## src/rtl/eth_proto_pkg.sv

```systemverilog
// Shared definitions for the protocol receive/reply path: Ethernet header
// constants, the receiver state encoding and a saturating counter helper.
package eth_proto_pkg;

  localparam int          lp_ETH_HDR_BYTES   = 14;
  localparam logic [15:0] lp_ETHERTYPE_ARP   = 16'h0806;
  localparam logic [47:0] lp_BCAST_MAC       = 48'hFFFF_FFFF_FFFF;

  // Ethernet header plus ARP payload; the sender builds replies of this length.
  localparam int          lp_ARP_FRAME_BYTES = lp_ETH_HDR_BYTES + 28;

  typedef enum logic [1:0] {
    ST_IDLE,
    ST_CAPTURE,
    ST_SKIP,
    ST_HOLD
  } rx_state_e;

  // Increment that sticks at all-ones instead of wrapping.
  function automatic logic [15:0] sat_inc16(input logic [15:0] value);
    return (value == 16'hFFFF) ? value : value + 16'd1;
  endfunction

endpackage

```

## src/rtl/eth_rx_frame_filter.sv

```systemverilog
// Combinational accept filter for a captured frame: destination MAC (own or
// broadcast), EtherType and, when enabled, the 4-byte target IP. Byte 0 of
// the frame sits in the MSBs of the capture vector.
module eth_rx_frame_filter
  import eth_proto_pkg::*;
#(
  parameter int          FRAME_BYTES  = lp_ARP_FRAME_BYTES,
  parameter logic [15:0] ETHERTYPE    = lp_ETHERTYPE_ARP,
  parameter bit          IP_MATCH_EN  = 1'b1,
  parameter int          IP_MATCH_OFS = 38
) (
  input  logic [FRAME_BYTES*8-1:0] frame,
  input  logic [47:0]              hw_addr,
  input  logic [31:0]              ip_addr,
  output logic                     match
);

  localparam int lp_W        = FRAME_BYTES * 8;
  localparam int lp_TYPE_OFS = lp_ETH_HDR_BYTES - 2;

  logic [47:0] dst_mac;
  logic [15:0] eth_type;
  logic [31:0] tgt_ip;
  logic        mac_ok;
  logic        type_ok;
  logic        ip_ok;

  assign dst_mac  = frame[lp_W-1 -: 48];
  assign eth_type = frame[lp_W-1-lp_TYPE_OFS*8 -: 16];
  assign tgt_ip   = frame[lp_W-1-IP_MATCH_OFS*8 -: 32];

  assign mac_ok  = (dst_mac == hw_addr) || (dst_mac == lp_BCAST_MAC);
  assign type_ok = (eth_type == ETHERTYPE);
  assign ip_ok   = !IP_MATCH_EN || (tgt_ip == ip_addr);
  assign match   = mac_ok && type_ok && ip_ok;

  // Only header fields are inspected; the remaining payload bits are
  // intentionally ignored here.
  logic unused_frame_bits;
  assign unused_frame_bits = ^frame;

endmodule

```

## src/rtl/eth_proto_receiver.sv

```systemverilog
// Receive side of the protocol path: captures the first FRAME_BYTES bytes of
// each MAC RX frame in place, filters it, and hands accepted frames to the
// consumer through a valid/ack handshake. Frames that cannot be accepted,
// including any that arrive while a frame is held, are counted as drops.
module eth_proto_receiver
  import eth_proto_pkg::*;
#(
  parameter int          FRAME_BYTES  = lp_ARP_FRAME_BYTES,
  parameter logic [15:0] ETHERTYPE    = lp_ETHERTYPE_ARP,
  parameter bit          IP_MATCH_EN  = 1'b1,
  parameter int          IP_MATCH_OFS = 38
) (
  input  logic                     clk,
  input  logic                     rst,
  input  logic [47:0]              hw_addr_i,
  input  logic [31:0]              ip_addr_i,
  input  logic [7:0]               mac_data_i,
  input  logic                     mac_valid_i,
  input  logic                     mac_last_i,
  input  logic                     mac_err_i,
  output logic [FRAME_BYTES*8-1:0] proto_pkt_o,
  output logic                     proto_pkt_valid_o,
  input  logic                     proto_pkt_ack_i,
  output logic [15:0]              rx_ok_cnt_o,
  output logic [15:0]              rx_drop_cnt_o
);

  localparam int         lp_W        = FRAME_BYTES * 8;
  localparam logic [7:0] lp_LAST_IDX = 8'(FRAME_BYTES - 1);

  rx_state_e   state;
  logic [7:0]  byte_cnt;
  logic [lp_W-1:0] cap_q;
  logic [lp_W-1:0] cap_next;
  logic        byte_wr;
  logic [7:0]  wr_idx;
  logic        frame_match;
  logic        match_q;
  logic        busy_drop;

  // Merge the incoming byte into its slot so the filter sees the frame exactly
  // as it will stand after this edge, including a final byte on this cycle.
  always_comb begin
    // NOTE: every signal gets a default first, so no path leaves it unassigned
    // and no latch is inferred.
    byte_wr  = mac_valid_i && ((state == ST_IDLE) || (state == ST_CAPTURE));
    wr_idx   = (state == ST_IDLE) ? 8'd0 : byte_cnt;
    cap_next = cap_q;
    for (int i = 0; i < FRAME_BYTES; i++) begin
      if (byte_wr && (wr_idx == 8'(i))) begin
        cap_next[lp_W-1-i*8 -: 8] = mac_data_i;
      end
    end
  end

  eth_rx_frame_filter #(
    .FRAME_BYTES  (FRAME_BYTES),
    .ETHERTYPE    (ETHERTYPE),
    .IP_MATCH_EN  (IP_MATCH_EN),
    .IP_MATCH_OFS (IP_MATCH_OFS)
  ) u_filter (
    .frame   (cap_next),
    .hw_addr (hw_addr_i),
    .ip_addr (ip_addr_i),
    .match   (frame_match)
  );

  assign proto_pkt_o = cap_q;

  // Frame state machine: capture, skip trailing bytes, hold for the consumer,
  // and keep the accept/drop counters.
  always_ff @(posedge clk or posedge rst) begin
    if (rst) begin
      // NOTE: the capture register drives proto_pkt_o, which must read zero
      // out of reset, so it is reset like any other state despite its width.
      state             <= ST_IDLE;
      byte_cnt          <= 8'd0;
      cap_q             <= '0;
      match_q           <= 1'b0;
      busy_drop         <= 1'b0;
      proto_pkt_valid_o <= 1'b0;
      rx_ok_cnt_o       <= 16'd0;
      rx_drop_cnt_o     <= 16'd0;
    end else begin
      // NOTE: non-blocking assignments throughout, so every branch reads the
      // pre-edge values regardless of statement order.
      if (byte_wr) begin
        cap_q <= cap_next;
      end

      case (state)
        ST_IDLE: begin
          if (mac_valid_i) begin
            if (mac_last_i) begin
              rx_drop_cnt_o <= sat_inc16(rx_drop_cnt_o);
            end else begin
              byte_cnt <= 8'd1;
              state    <= ST_CAPTURE;
            end
          end
        end

        ST_CAPTURE: begin
          if (mac_valid_i) begin
            if (byte_cnt == lp_LAST_IDX) begin
              if (!mac_last_i) begin
                match_q <= frame_match;
                state   <= ST_SKIP;
              end else if (frame_match && !mac_err_i) begin
                proto_pkt_valid_o <= 1'b1;
                busy_drop         <= 1'b0;
                rx_ok_cnt_o       <= sat_inc16(rx_ok_cnt_o);
                state             <= ST_HOLD;
              end else begin
                rx_drop_cnt_o <= sat_inc16(rx_drop_cnt_o);
                state         <= ST_IDLE;
              end
            end else if (mac_last_i) begin
              rx_drop_cnt_o <= sat_inc16(rx_drop_cnt_o);
              state         <= ST_IDLE;
            end else begin
              byte_cnt <= byte_cnt + 8'd1;
            end
          end
        end

        ST_SKIP: begin
          if (mac_valid_i && mac_last_i) begin
            if (match_q && !mac_err_i) begin
              proto_pkt_valid_o <= 1'b1;
              busy_drop         <= 1'b0;
              rx_ok_cnt_o       <= sat_inc16(rx_ok_cnt_o);
              state             <= ST_HOLD;
            end else begin
              rx_drop_cnt_o <= sat_inc16(rx_drop_cnt_o);
              state         <= ST_IDLE;
            end
          end
        end

        ST_HOLD: begin
          // busy_drop marks a frame that began during the hold and has not
          // yet ended; its tail must be skipped once the consumer acks.
          if (proto_pkt_ack_i) begin
            proto_pkt_valid_o <= 1'b0;
            busy_drop         <= 1'b0;
            if (mac_valid_i ? !mac_last_i : busy_drop) begin
              match_q <= 1'b0;
              state   <= ST_SKIP;
            end else begin
              state <= ST_IDLE;
            end
          end else if (mac_valid_i) begin
            busy_drop <= !mac_last_i;
          end
          if (mac_valid_i && mac_last_i) begin
            rx_drop_cnt_o <= sat_inc16(rx_drop_cnt_o);
          end
        end

        default: state <= ST_IDLE;
      endcase
    end
  end

endmodule

```

## config.mk

```make
export PLATFORM = sky130hd
export DESIGN_NAME = eth_proto_receiver
export DESIGN_NICKNAME = d
export VERILOG_FILES = /design/src/rtl/eth_proto_pkg.sv /design/src/rtl/eth_rx_frame_filter.sv /design/src/rtl/eth_proto_receiver.sv
export SDC_FILE = /design/constraint.sdc
export NUM_CORES = 1
export LEC_CHECK = 0
export BUFFER_PORTS_ARGS = -buffer_cell sky130_fd_sc_hd__buf_2
export CAP_MARGIN = 20
export CORE_UTILIZATION = 26
export DETAILED_ROUTE_END_ITERATION = 6
export SYNTH_ARGS = -nofsm -noshare
export SYNTH_HDL_FRONTEND = slang
export SYNTH_SLANG_ARGS = --single-unit
export TNS_END_PERCENT = 50
```

## constraint.sdc

```tcl
create_clock -name clk -period 9.9 [get_ports clk]
set_clock_uncertainty 0.15 [all_clocks]
set_input_delay 0 -clock clk [delete_from_list [all_inputs] [get_ports clk]]
set_output_delay 0 -clock clk [all_outputs]
set_load 0.1 [all_outputs]
```

==> flow_summary.yaml, run 1 <==
layout:
  area_delta_synth_final_pct: 26.65
  final_cells: 3111
  fin_util: 0.3346
  n_fill_cell: 6954
  nets: 2301
  multi_input_area_um2: 7630
  drive_gt1_frac: 0.3061
  seq_area_um2: 9534
hold_path:
  hold_class: "in -> reg"
  hold_depth: 6
grt:
  grt_max_degree: 167
  grt_pass1_vias: 15130
  gr-total-overflow: 0
  grt_pass1_wl_um: 101700
  track_usage: 0.1929
  antenna_found_initial: 14
drt:
  ant_nets: 0
  drt-vias-per-instance: 4.944
  dr.pass1.iters: 5
  drt-initial-drc-count: 1207
  drc: 0
  drt_wl_total_um: 68600
  dr_total_vias: 15380
  avgRoutedWirePerCell_um: 22.05
synth:
  ys_ff_latch: 381
  seq_area_frac_synth: 0.5335
  synth.avg_cell_area_um2: 10.11
  yosysWarnings: 0
  synth_cell_types: 82
  async_flop_share: 1.000
  synth_ff_type: "dfrtp_1"
  synth-edff-count: 0
  syn_area_um2: 17870
  syn-num-nets: 1869
  syn_inst: 1767
die:
  rows: 95
  ios: 463
  die_x_um: 264.2
  die_area_um2: 69780
  start_util: 0.2642
  core-area_um2: 67630
  die_y_um: 264.2
worst_setup_path:
  critical_path_class: "reg -> reg"
  arrival_ns: 6.64
  reg2regPathDepth: 13
  worst-path-max-fanout: 29
  worstPathRequired_ns: 10.19
  cp-start-kind: "register"
  end_kind: "register"
power_and_ir_drop:
  powerDensity_nw_per_um2: 247.9
  leakage_nw: 11.38
  peakVddDrop_uv: 242.0
clocking:
  htree_levels: 2
  clk_latency_ns: 0.58
  cts_resized: 0
  post_cts_buffers: 0
  clock_path_buffers: 3
  cts_made_buffers: 45
  clkTransAtPathRegs_ns: 0.06
  cts_tree: "built"
  cts_root_buffer: "clkbuf_16"
  hold_buffers: 16
  cts.sinks: 381
timing:
  min_period_ns: 6.344
  rsz0062_at_grt: "no"
  period_share: 0.6408
  relSlewSlack: 0.2594
  fmax_ghz: 0.1576
  worst_slew_pin_slew_ns: 1.111
  finalHoldViolCount: 0
  final-setup-viol-count: 0
  finalMaxSlewViolations: 0
  tns_ns: 0
  holdWs_ns: 0.03656
placement:
  gp_congestion: 0.9371
  port_buffers: 462
  dp_hpwl_um: 48380
  dp_cells: 3006
run:
  max_cap_violations: 0
run_status:
  status: "completed"
==> cell usage after synthesis (9+ instances only) <==
cell type    n  area share
buf_2        9      0.0025
nor3_1      13      0.0036
o22ai_1     14      0.0049
o31ai_1     11      0.0046
o211ai_1    10      0.0042
inv_1       60       0.013
a21oi_1     23      0.0064
o22a_1      10      0.0049
nand3_1     41       0.011
o21ai_0    258       0.072
dfrtp_1    381        0.53
nand4_1     35       0.012
mux2_2      99       0.062
mux2i_1     35       0.020
clkbuf_1    99       0.021
nand2_1    295       0.062
nor2_1      40      0.0084
nor4_1      23      0.0081
nand2b_1    31       0.011
and2_1       9      0.0032
xor2_1      40       0.020
and3_1      14      0.0049
xnor2_1     43       0.021
nor2b_1     16      0.0056
==> flip-flops by register name, summed over array words and instances, names as in the netlist <==
name and cells:
match_q 1, state 2, rx_ok_cnt_o 16, byte_cnt 8, proto_pkt_o 336, rx_drop_cnt_o 16, busy_drop 1, proto_pkt_valid_o 1
==> per-layer routing <==
layer | up-vias | routed length, um | global-route usage
li1 | 7067 | - | -
met3 | 117 | 5482 | 0.04540
met1 | 7553 | 29490 | 0.2551
met4 | 2 | 1823 | 0.05594
met5 | - | 9 | 0
met2 | 642 | 31790 | 0.3125
==> cells by family (layout without fill, tap and decap cells) <==
| kind of cell | after synthesis | count (layout) | share of synthesized area |
|---|---|---|---|
| flops | 381 | 381 | 0.5335 |
| xor+xnor | 83 | 83 | 0.04068 |
| simple gates | 572 | 572 | 0.1582 |
| buf+inv | 179 | 643 | 0.04082 |
| fa+ha+maj | 8 | 8 | 0.005602 |
| other cells | 0 | 7 | 0 |
| mux | 137 | 137 | 0.08388 |
| compound gates | 407 | 407 | 0.1373 |
==> path summary, 6_finish.rpt <==
kind                       slack, ns        startpoint                to
setup / recovery                3.56          state[1]    rx_ok_cnt_o[1]
hold / removal                  0.04      hw_addr_i[8]           match_q
setup reg to reg                3.56          state[1]    rx_ok_cnt_o[1]
hold reg to reg                 0.32  proto_pkt_o[161]  proto_pkt_o[161]
max in group asynchronous       7.31               rst  rx_drop_cnt_o[4]
min in group asynchronous       0.54               rst   proto_pkt_o[53]
==> layout by cell type (no fill, tap or decap), types with 8 or more instances in the layout <==
master / n
o31ai_1: 11
nand3_1: 41
ha_1: 8
buf_4: 21
and3_1: 14
clkbuf_1: 11
clkbuf_8: 9
o211ai_1: 10
nor2_1: 40
xor2_1: 40
dfrtp_1: 381
nand2_1: 295
inv_1: 54
xnor2_1: 43
o22a_1: 10
clkbuf_16: 46
o22ai_1: 14
nand2b_1: 31
and2_1: 9
a21oi_1: 23
nor2b_1: 16
dlygate4sd3_1: 16
buf_2: 462
mux2i_1: 35
a22oi_1: 8
nand4_1: 35
nor4_1: 20
nor3_1: 13
o21ai_0: 258
mux2_2: 99
==> power breakdown <==
part / internal, mW / switching (mW)
Combinational: 0.410 / 1.68
Sequential: 1.71 / 0.188
Clock: 0.946 / 0.680
==> through the flow <==
stage / power, mW / cell area [um^2] / worst slack (ns)
6_report: 5.610 / 22630 / 3.556
4_1_cts: 5.645 / 22570 / 3.426
3_3_place_gp: 3.983 / 20980 / 3.851
3_5_place_dp: 3.993 / 20980 / 3.765
5_1_grt: 5.826 / 22620 / 3.081
2_1_floorplan: 3.504 / 17870 / 4.630
==> final cells by class <==
class	instances	area share
sequential	381	0.4213
multi-input combinational	1207	0.3371
clock buffer	66	0.05816
antenna	7	0.0007740
tap	873	0.04826
clock inverter	13	0.005142
timing repair buffer	502	0.1188
inverter	62	0.01045
==> critical path: stages (launching register included) <==
cell           delay, ns
dfrtp_1             0.41
inv_1               0.10
ha_1                0.55
nand3b_1            0.61
nor4_4              1.02
mux2i_1             0.35
xnor2_1             0.09
a2111oi_0           0.49
nand4_1             0.16
dlygate4sd3_1       0.59
or3_4               0.38
o311ai_4            0.75
nand2_1             0.20
mux2_1              0.34
Note: power is estimated with default switching activity, not from simulation.
==> run 2: changes to the inputs <==
- clock period: 9.9 -> 5.8 ns (I/O delays scaled with it)
==> flow_summary.yaml, run 2 (synthesis gave the netlist of run 1 again) <==
run_status:
  status: "completed"
layout:
  area_delta_synth_final_pct: 28.14
  largest_reg_flops: 336
  final_cell_mix: "buf_2, dfrtp_1, nand2_1"
  drive_gt1_frac: 0.3131
  final_common_cell: "buf_2"
  nets: 2324
  n_fill_cell: 6908
  fin_util: 0.3386
power_and_ir_drop:
  peakVddDrop_uv: 327.0
  powerDensity_nw_per_um2: 427.2
  leakage_nw: 11.52
timing:
  setup_ws_ns: 0.3395
  rsz0062_at_grt: "no"
  finalHoldViolCount: 0
  finalMaxSlewViolations: 0
  relSlewSlack: 0.3459
  fmax_ghz: 0.1831
  tns_ns: 0
  period_share: 0.9415
  min_period_ns: 5.460
  worst_slew_pin_slew_ns: 0.9811
  final-setup-viol-count: 0
drt:
  wl_met3_um: 5682
  wl_met2_um: 32030
  drc: 0
  drt-vias-per-instance: 4.932
  avgRoutedWirePerCell_um: 22.02
  dr.pass1.iters: 6
  met1_length_um: 29490
  top_layer: "met5"
  drt_wl_total_um: 69130
  ant_nets: 0
  drt-initial-drc-count: 1312
  dr_total_vias: 15480
clocking:
  cts.sinks: 381
  clkTransAtPathRegs_ns: 0.06
  cts_made_buffers: 45
  cts_tree: "built"
  cts_resized: 0
  htree_levels: 2
  cts_root_buffer: "clkbuf_16"
  clock_path_buffers: 3
  clk_latency_ns: 0.58
run:
  max_cap_violations: 0
placement:
  port_buffers: 462
  place_worst_setup_slack_ns: 0.3262
  gp_congestion: 0.9372
  dp_hpwl_um: 50020
die:
  ios: 463
  die_x_um: 264.2
  rows: 95
  die_area_um2: 69780
  core-area_um2: 67630
  die_y_um: 264.2
  start_util: 0.2642
worst_setup_path:
  cp-start-kind: "register"
  worstPathRequired_ns: 6.14
  crit_top_cell: "buf_4"
  cp_cell_sequence: "inv_1 > ha_1 > nand3b_1 > buf_4 > nor4_2 > buf_4 > mux2_2 > xor2_1 > nor4_1 > nand4_1 > dlygate4sd3_1 > or3_4 > a2111oi_4 > buf_4 > or2_1 > o22a_1"
  end_kind: "register"
  path_buf_inv: 5
  critical_path_class: "reg -> reg"
  arrival_ns: 5.80
  worst-path-max-fanout: 18
  critPathTopFamily: "simple AND/OR/NAND/NOR gates"
  slowest_delay_ns: 0.58
  cp_slowest_cell: "dlygate4sd3_1"
grt:
  grt_pass1_vias: 15160
  grt_pass1_wl_um: 101900
  track_usage: 0.1937
  grt_max_degree: 159
  gr-total-overflow: 0
  antenna_found_initial: 11
hold_path:
  hold_class: "in -> reg"
-- run 2: cell types whose count changed in the layout (fill, tap and decap cells not counted), sizes merged --
cell / change
clkinvlp: +1
clkbuf: +1
inv: +2
buf: +22
bufinv: +3
diode: +1
clkinv: -3
dlygate4sd3: +1
-- run 2: per-stage QoR --
step / hold WS [ns] / std cells / cell area (um^2) / total power [mW]
after global placement: 0.1252 / 3023 / 21110 / 6.846
after detailed placement: 0.1212 / 3023 / 21110 / 6.856
after floorplan: 0.02428 / 1767 / 17870 / 5.981
after global routing: 0.1501 / 3133 / 22880 / 10.15
after CTS: 0.05038 / 3122 / 22780 / 9.808
final: 0.09418 / 3139 / 22900 / 9.781
-- run 2: tightest hold or removal path, stage by stage --
cell and delay (ns):
buf_2 0.11, xor2_1 0.13, or4_1 0.12, or3_4 0.15
a21o_1 0.18, o31ai_1 0.09
-- run 2: final timing paths --
| kind | from | end | slack, ns | cells after the start |
|---|---|---|---|---|
| setup / recovery | state[1] | rx_drop_cnt_o[9] | 0.34 | 16 |
| hold / removal | hw_addr_i[40] | match_q | 0.09 | 6 |
| setup reg to reg | state[1] | rx_drop_cnt_o[9] | 0.34 | 16 |
| hold reg to reg | proto_pkt_o[43] | proto_pkt_o[43] | 0.32 | 2 |
| max in group asynchronous | rst | proto_pkt_o[329] | 3.65 | 6 |
| min in group asynchronous | rst | proto_pkt_o[51] | 0.42 | 4 |
-- run 2: final cells by class --
type	count	area, um^2	area share
sequential	381	9534	0.4164
tap	873	1092	0.04770
clock buffer	67	1300	0.05677
multi-input combinational	1207	7634	0.3334
antenna	8	20.02	0.0008743
inverter	62	236.5	0.01033
clock inverter	16	216.5	0.009453
timing repair buffer	525	2865	0.1251
-- run 2: power by group --
group | switching [mW] | internal (mW) | leakage (nW) | total, mW
registers | 0.328 | 2.91 | 5.24 | 3.24
logic | 2.88 | 0.754 | 5.56 | 3.63
clock network | 1.17 | 1.74 | 0.727 | 2.91
total | 4.38 | 5.40 | 11.5 | 9.78
-- run 2: repair_timing --
item | in CTS | in global routing
hold endpoints to repair | 150 | 19
buffers inserted | 0 | 6
endpoints found under the setup margin | 0 | 28
hold buffers | 16 | 1
-- run 2: layer usage --
layer	vias to the layer above	track usage
met5	-	0
met4	6	0.05987
met3	134	0.05546
met2	649	0.3106
met1	7578	0.2512
li1	7113	-
